**config.mk**
```make
export PLATFORM = sky130hd
export DESIGN_NAME = sensor_scanner_flat
export DESIGN_NICKNAME = d
export VERILOG_FILES = /design/src/rtl/sensor_scanner_if.sv /design/src/rtl/sensor_scanner.sv /design/src/flat_wrapper.sv
export SDC_FILE = /design/constraint.sdc
export NUM_CORES = 1
export LEC_CHECK = 0
export ABC_AREA = 0
export CAP_MARGIN = 20
export CORE_ASPECT_RATIO = 0.6
export CORE_MARGIN = 3
export CORE_UTILIZATION = 38
export CTS_CLUSTER_DIAMETER = 30
export DETAILED_ROUTE_END_ITERATION = 10
export RECOVER_POWER = 100
export SLEW_MARGIN = 20
export SYNTH_ARGS = -nofsm -noshare
export SYNTH_HDL_FRONTEND = slang
export SYNTH_SLANG_ARGS = --single-unit
```
**constraint.sdc**
```tcl
create_clock -name clk -period 2.2 [get_ports clk]
set_input_delay 0.44 -clock clk [delete_from_list [all_inputs] [get_ports clk]]
set_output_delay 0.44 -clock clk [all_outputs]
set_load 0.05 [all_outputs]
```
**src/rtl/sensor_scanner_if.sv**
```systemverilog
// Shared ADC channel: mux select plus four-phase req/ack conversion handshake.
// The scanner drives select/request; the converter answers with ack/data.
interface sensor_scanner_if;
    logic [1:0] adc_sel;
    logic       adc_req;
    logic       adc_ack;
    logic [7:0] adc_data;

    modport master (output adc_sel, output adc_req, input adc_ack, input adc_data);
    modport slave  (input adc_sel, input adc_req, output adc_ack, output adc_data);
endinterface

```
**src/rtl/sensor_scanner.sv**
```systemverilog
// Scans four height sensors through one shared ADC and publishes them as an
// atomic snapshot; channels that miss the handshake deadline read as 8'h00.
module sensor_scanner #(
    parameter int SETTLE_CYCLES  = 3,
    parameter int TIMEOUT_CYCLES = 255
) (
    input  logic             clk,
    input  logic             rst_n,
    input  logic             start,
    sensor_scanner_if.master adc,
    output logic [7:0]       sensor1,
    output logic [7:0]       sensor2,
    output logic [7:0]       sensor3,
    output logic [7:0]       sensor4,
    output logic             valid,
    output logic             busy,
    output logic             timeout_err
);

    typedef enum logic [2:0] {IDLE, SETTLE, REQ, ACKLOW, COMMIT} state_t;

    state_t     state_q, state_d;
    logic [1:0] ch_q, ch_d;
    logic [1:0] sel_q, sel_d;
    logic       req_q, req_d;
    logic       valid_q, valid_d;
    logic       busy_q, busy_d;
    logic       err_q, err_d;
    logic [3:0] settle_q, settle_d;
    logic [7:0] tmo_q, tmo_d;
    logic [7:0] shadow_q [4];
    logic [7:0] shadow_d [4];
    logic [7:0] sens_q [4];
    logic [7:0] sens_d [4];
    logic       tmo_hit;

    assign tmo_hit = (tmo_q == 8'(TIMEOUT_CYCLES - 1));

    always_comb begin
        state_d  = state_q;
        ch_d     = ch_q;
        sel_d    = sel_q;
        req_d    = req_q;
        valid_d  = 1'b0;
        busy_d   = busy_q;
        err_d    = err_q;
        settle_d = settle_q;
        tmo_d    = tmo_q;
        shadow_d = shadow_q;
        sens_d   = sens_q;

        if ((state_q == REQ || state_q == ACKLOW) && tmo_q != 8'(TIMEOUT_CYCLES))
            tmo_d = tmo_q + 8'd1;

        case (state_q)
            IDLE: begin
                if (start) begin
                    state_d = SETTLE;
                    ch_d    = 2'd0;
                    sel_d   = 2'd0;
                    busy_d  = 1'b1;
                    err_d   = 1'b0;
                    for (int i = 0; i < 4; i++) shadow_d[i] = 8'h00;
                end
            end
            SETTLE: begin
                if (settle_q == 4'(SETTLE_CYCLES - 1)) begin
                    state_d = REQ;
                    req_d   = 1'b1;
                end else begin
                    settle_d = settle_q + 4'd1;
                end
            end
            REQ: begin
                if (adc.adc_ack) begin
                    shadow_d[ch_q] = adc.adc_data;
                    req_d          = 1'b0;
                    state_d        = ACKLOW;
                end else if (tmo_hit) begin
                    shadow_d[ch_q] = 8'h00;
                    err_d          = 1'b1;
                    req_d          = 1'b0;
                    state_d        = ACKLOW;
                end
            end
            ACKLOW: begin
                if (!adc.adc_ack || tmo_hit) begin
                    // Still high here means the release phase timed out.
                    if (adc.adc_ack) err_d = 1'b1;
                    if (ch_q == 2'd3) begin
                        state_d = COMMIT;
                        valid_d = 1'b1;
                        sens_d  = shadow_q;
                    end else begin
                        ch_d    = ch_q + 2'd1;
                        sel_d   = ch_q + 2'd1;
                        state_d = SETTLE;
                    end
                end
            end
            COMMIT: begin
                state_d = IDLE;
                busy_d  = 1'b0;
                sel_d   = 2'd0;
            end
            default: state_d = IDLE;
        endcase

        if (state_d != state_q) begin
            settle_d = 4'd0;
            tmo_d    = 8'd0;
        end
    end

    always_ff @(posedge clk or negedge rst_n) begin
        if (!rst_n) begin
            state_q  <= IDLE;
            ch_q     <= 2'd0;
            sel_q    <= 2'd0;
            req_q    <= 1'b0;
            valid_q  <= 1'b0;
            busy_q   <= 1'b0;
            err_q    <= 1'b0;
            settle_q <= 4'd0;
            tmo_q    <= 8'd0;
            for (int i = 0; i < 4; i++) begin
                shadow_q[i] <= 8'h00;
                sens_q[i]   <= 8'h00;
            end
        end else begin
            state_q  <= state_d;
            ch_q     <= ch_d;
            sel_q    <= sel_d;
            req_q    <= req_d;
            valid_q  <= valid_d;
            busy_q   <= busy_d;
            err_q    <= err_d;
            settle_q <= settle_d;
            tmo_q    <= tmo_d;
            shadow_q <= shadow_d;
            sens_q   <= sens_d;
        end
    end

    assign adc.adc_sel  = sel_q;
    assign adc.adc_req  = req_q;
    assign sensor1      = sens_q[0];
    assign sensor2      = sens_q[1];
    assign sensor3      = sens_q[2];
    assign sensor4      = sens_q[3];
    assign valid        = valid_q;
    assign busy         = busy_q;
    assign timeout_err  = err_q;

endmodule

```
**src/flat_wrapper.sv**
```systemverilog
// flat-port wrapper written by rule: the top's interface ports become plain ports
module sensor_scanner_flat 
#(
    parameter int SETTLE_CYCLES  = 3,
    parameter int TIMEOUT_CYCLES = 255
)
  (clk, rst_n, start, sensor1, sensor2, sensor3, sensor4, valid, busy, timeout_err, adc_adc_sel, adc_adc_req, adc_adc_ack, adc_adc_data);
  sensor_scanner_if adc_i ();
  input  logic clk;
  input  logic rst_n;
  input  logic start;
  output logic [7:0] sensor1;
  output logic [7:0] sensor2;
  output logic [7:0] sensor3;
  output logic [7:0] sensor4;
  output logic valid;
  output logic busy;
  output logic timeout_err;
  output wire logic [$bits(adc_i.adc_sel)-1:0] adc_adc_sel;
  output wire logic [$bits(adc_i.adc_req)-1:0] adc_adc_req;
  input wire logic [$bits(adc_i.adc_ack)-1:0] adc_adc_ack;
  input wire logic [$bits(adc_i.adc_data)-1:0] adc_adc_data;
  assign adc_adc_sel = adc_i.adc_sel;
  assign adc_adc_req = adc_i.adc_req;
  assign adc_i.adc_ack = adc_adc_ack;
  assign adc_i.adc_data = adc_adc_data;
  sensor_scanner #(.SETTLE_CYCLES(SETTLE_CYCLES), .TIMEOUT_CYCLES(TIMEOUT_CYCLES)) u_core (.clk(clk), .rst_n(rst_n), .start(start), .adc(adc_i), .sensor1(sensor1), .sensor2(sensor2), .sensor3(sensor3), .sensor4(sensor4), .valid(valid), .busy(busy), .timeout_err(timeout_err));
endmodule
```
==> After elaboration in Yosys (flattened, before gate mapping) <==
Index checks and enable logic that the tools add are counted.
{ "totals": {"elab_cells": 104, "reg_bits": 87, "output_inout_bits": 38} }
{ "classes": {"order_cmp": 2, "bitwise": 3, "reduce_logical": 22, "eq_ne": 18, "n_addsub": 3, "muxes": 39} }
{ "op_table": {"columns": ["cell", "n"], "rows": [
  ["$mux 32", 3],
  ["$pmux 32 s2", 1],
  ["$and 32x32->32", 1],
  ["$bwmux 32", 1],
  ["$not 32->32", 1],
  ["$mux 8", 3],
  ["$mux 3", 6],
  ["$demux 8 s2", 1],
  ["$mux 1", 12],
  ["$mux 4", 3],
  ["$ne 2x2->1 const B", 6],
  ["$pmux 3 s4", 1],
  ["$reduce_bool 2->1", 6],
  ["$reduce_and 3->1", 3],
  ["$add 8x1->8 const B", 1],
  ["$eq 8x8->1 const B", 1],
  ["$ne 8x8->1 const B", 1],
  ["$reduce_and 4->1", 2],
  ["$eq 3x2->1 const B", 2],
  ["$mux 2", 3],
  ["$pmux 2 s3", 1],
  ["$reduce_and 6->1", 1],
  ["$reduce_bool 3->1", 2],
  ["$add 4x1->4 const B", 1],
  ["19 further kinds", 24]
]} }

==> Longest topological paths before layout <==
{ "logic_depth": {"ltp_word": 10, "depth_mapped": 7, "depth_no_buf": 6} }

==> Worst setup path after synthesis <==
No wires, ideal clock.
{ "synth_timing": {"path_type": "register -> register", "start": "reg u_core.tmo_q[0]", "end": "reg u_core.sens_q, in the netlist u_core.sensor1[0]", "stages_incl_launch_ff": 8, "setup_time_ns": 0.125, "synth_period_minus_slack_ns": 1.755, "arrival_time_ns": 1.630, "setup_slack_ns": 0.445, "path_cell_list": "dfrtp_1 > inv_1 > ha_1 > nand3_1 > o21ai_2 > nand3_4 > buf_6 > mux2_4"} }
{ "synth_via": {"elab_chain_cells": 3} }
{ "synth_lines": {"columns": ["item", "line", "source"], "rows": [
  ["from (decl)", "sensor_scanner.sv:30", "logic [7:0] tmo_q, tmo_d;"],
  ["from (signal assigned)", "sensor_scanner.sv:139", "tmo_q <= tmo_d;"],
  ["$eq 8x8->1", "sensor_scanner.sv:37", "assign tmo_hit = (tmo_q == 8'(TIMEOUT_CYCLES - 1));"],
  ["$logic_or 1x1->1", "sensor_scanner.sv:87", "if (!adc.adc_ack || tmo_hit) begin"],
  ["$reduce_and 3->1 (no source line)", null, null],
  ["to (signal assigned)", "sensor_scanner.sv:141", "sens_q <= sens_d;"],
  ["to (decl)", "sensor_scanner.sv:33", "logic [7:0] sens_q [4];"]
]} }
Every way passes these cells.
A chain may end at the register's enable or synchronous reset.

==> Worst setup path in the final report <==
{ "layout_timing": {"start": "reg u_core.sens_q, in the netlist u_core.sensor4[5]", "end": "out sensor4[5]"} }
{ "layout_lines": {"columns": ["item", "line", "source"], "rows": [
  ["to (decl)", "flat_wrapper.sv:15", "output logic [7:0] sensor4;"]
]} }
No word-level cell between the ends.

==> results.py <==
metrics = {
    "outcome": {
        "status": "completed",
    },
    "cells_and_area": {
        "antennaDiodeCount": 0,
        "layout_commonest_cell": "dfrtp_1",
        "drive_gt1_frac": 0.110,
        "mostFrequentLayoutCells": "dfrtp_1 (87), dlygate4sd3_1 (38), a22o_1 (34)",
        "synthToLayoutAreaGrowth_pct": 20.1,
        "instances_no_fill": 465,
        "seq_area_um2": 2180,
        "fill_cells": 866,
        "nets": 351,
        "final_area_um2": 4660,
        "multiInputGateArea_um2": 1460,
    },
    "worst_setup_path": {
        "critPathCaptureType": "output port",
        "crit_type": "register to output port",
        "critPathMaxFanout": 2,
        "critical_path.top_delay_family": "buffers and inverters",
        "cp_slowest_cell": "dlygate4sd3_1",
        "crit_arrival_ns": 1.59,
        "path_buf_inv": 1,
        "crit_chain": "dlygate4sd3_1",
        "worstPathRequired_ns": 1.76,
        "max_stage_delay_ns": 0.88,
        "critPathLaunchType": "register",
    },
    "timing": {
        "worstMarginPinSlew_ns": 1.14,
        "clock_skew_ns": 0.00589,
        "slew_viol_final": 0,
        "final-hold-violation-count": 0,
        "period_minus_slack_ns": 2.03,
        "finalCritPeriodShare": 0.924,
        "setup_tns_ns": 0,
        "setup_viol": 0,
        "rsz0062_at_grt": "false",
        "slew_headroom": 0.239,
        "max_freq_mhz": 492,
        "finalWorstSetupSlack_ns": 0.167,
    },
    "global_route": {
        "grt_pass1_vias": 2421,
        "antenna_found_initial": 0,
        "gr-usage-all-layers": 0.156,
        "grt-ovfl-total": 0,
        "grt_pass1_wl_mm": 13.9,
        "grt_max_degree": 48,
    },
    "placed_design": {
        "dpl.hpwl_mm": 5.73,
        "dp_slack_ns": -0.0239,
        "dpl_cell_area_um2": 4560,
        "gp_congestion": 0.754,
        "io_buffers": 49,
        "dp.cells": 450,
    },
    "clock_tree": {
        "cts_tree": "yes",
        "cts.clk_slew.worst_paths_ns": 0.06,
        "cts_sinks": 87,
        "numCtsBuffers": 9,
        "htree_levels": 3,
        "cts_hold_buf": 0,
        "cts-root-buf": "clkbuf_16",
        "clock_path_buffers": 2,
        "insertion_delay_ns": 0.34,
        "postCtsSetupBuffers": 0,
        "cts_resized": 0,
    },
    "run": {
        "drv_cap": 0,
    },
    "floorplanning": {
        "start_util": 0.406,
        "ioPinCount": 50,
        "fp.dieW_um": 137,
        "dieArea_um2": 11500,
        "rows": 27,
        "core_area_um2": 9560,
        "die_y_um": 84.3,
    },
    "hold_path": {
        "worstHoldPathType": "primary input to asynchronous set/reset pin",
    },
    "synth": {
        "synth_nets": 296,
        "yosys.area.top_type_share": 0.561,
        "syn_area_um2": 3880,
        "synth_cell_types": 49,
        "synth-edff-count": 0,
        "ys_warn_count": 0,
        "ys_seq_area_frac": 0.561,
        "synthCells": 276,
        "yosysTopAreaCell": "dfrtp_1",
        "avgSynthCellArea_um2": 14.1,
        "synthTopCellsByArea": "dfrtp_1 (56%), mux2_4 (11%), a22o_1 (7.7%), o211ai_4 (2.7%), ha_1 (2.6%)",
        "ys.flop_type": "dfrtp_1",
        "yosys_register_bits": 87,
        "async_flop_share": 1.00,
    },
    "power": {
        "powerDensity_nw_per_um2": 908,
        "power.switching_mw": 1.35,
        "p_leak_nw": 2.32,
        "pwr-share-seq": 0.454,
        "comb_power_share": 0.220,
        "swShare": 0.318,
        "clock_power_share": 0.326,
        "total_power_mw": 4.24,
        "p_int_mw": 2.89,
        "irDropWorstVdd_v": 0.000556,
    },
    "routing": {
        "wirelength_mm": 8.02,
        "dr.pass1.iters": 4,
        "first_iter_violations": 86,
        "drc": 0,
        "viasPerCell": 5.19,
        "vias": 2413,
        "ant_nets": 0,
        "post_drt_wl_per_cell_um": 17.2,
    },
}
-- registers in the layout (all words and copies together), names as in the netlist --
| register | cells |
|---|---|
| u_core.state_q | 3 |
| u_core.settle_q | 4 |
| u_core.adc.adc_sel | 2 |
| u_core.ch_q | 2 |
| u_core.sensor4 | 8 |
| u_core.adc.adc_req | 1 |
| u_core.shadow_q | 32 |
| u_core.sensor3 | 8 |
| u_core.busy | 1 |
| u_core.sensor1 | 8 |
| u_core.valid | 1 |
| u_core.sensor2 | 8 |
| u_core.timeout_err | 1 |
| u_core.tmo_q | 8 |
-- power groups by stage --
stage / Clock [mW] / Combinational (mW) / Sequential, mW
2_1_floorplan: 0 / 0.705 / 1.94
3_3_place_gp: 0 / 0.966 / 1.96
3_5_place_dp: 0 / 0.991 / 1.96
4_1_cts: 1.42 / 0.999 / 1.93
5_1_grt: 1.50 / 1.05 / 1.95
6_report: 1.38 / 0.930 / 1.92
-- Yosys cell counts (all sizes together), types with 3 or more instances --
library cell,number
and2,4
dfrtp,87
a21o,3
nand2,5
buf,12
o21ai,3
inv,11
a2111oi,3
nand3,3
nor3,10
mux2,32
xnor2,6
a21oi,6
nand3b,3
xor2,3
nand4,3
a22o,34
a211oi,4
o211ai,7
nor2,6
ha,8
-- metal layers --
metal  global-route usage  vias up  wire length [um]
met4               0.0439        0                85
li1                     -     1141                 -
met2                0.190       53              3110
met1                0.255     1210              4410
met5                    0        -                 0
met3               0.0497        9               416
-- cells by family (layout without fill, tap and decap cells) --
| family | count (synthesis) | count (layout) | share of synthesized area |
|---|---|---|---|
| DFF | 87 | 87 | 0.561 |
| and+or+nand+nor | 49 | 49 | 0.0828 |
| muxes | 32 | 32 | 0.120 |
| buffers and inverters | 25 | 84 | 0.0351 |
| adders and majority gates | 8 | 8 | 0.0258 |
| AOI/OAI and AO/OA | 66 | 66 | 0.156 |
| xor gates and xnor gates | 9 | 9 | 0.0203 |
-- path summary, 6_finish.rpt --
| kind | start | endpoint | slack, ns | cells after the start |
|---|---|---|---|---|
| max | u_core.sensor4[5]$_DFFE_PN0P_ | sensor4[5] | 0.17 | 1 |
| min | rst_n | u_core.valid$_DFF_PN0_ | 0.33 | 1 |
| max reg2reg | u_core.state_q[1]$_DFF_PN0_ | u_core.shadow_q[25]$_DFFE_PN0P_ | 0.20 | 4 |
| min reg2reg | u_core.adc.adc_sel[0]$_DFFE_PN0P_ | u_core.adc.adc_sel[0]$_DFFE_PN0P_ | 0.48 | 1 |
| max in group asynchronous | rst_n | u_core.shadow_q[9]$_DFFE_PN0P_ | 0.45 | 2 |
| min in group clk | u_core.adc.adc_sel[0]$_DFFE_PN0P_ | u_core.adc.adc_sel[0]$_DFFE_PN0P_ | 0.48 | 1 |
-- stage by stage --
| step | hold slack, ns | utilization |
|---|---|---|
| floorplan | 0.144 | - |
| global placement | 0.470 | 0.477 |
| detailed placement | 0.472 | 0.477 |
| CTS | 0.138 | 0.504 |
| global route | 0.433 | 0.488 |
| finish | 0.326 | 0.488 |
-- area by class of cell --
class	instances	area share
Timing Repair Buffer	58	0.119
Tap cell	130	0.0349
Clock inverter	5	0.00778
Inverter	11	0.00885
Clock buffer	10	0.0491
Sequential cell	87	0.467
Multi-Input combinational cell	164	0.313
(Power assumes the default switching activity.)
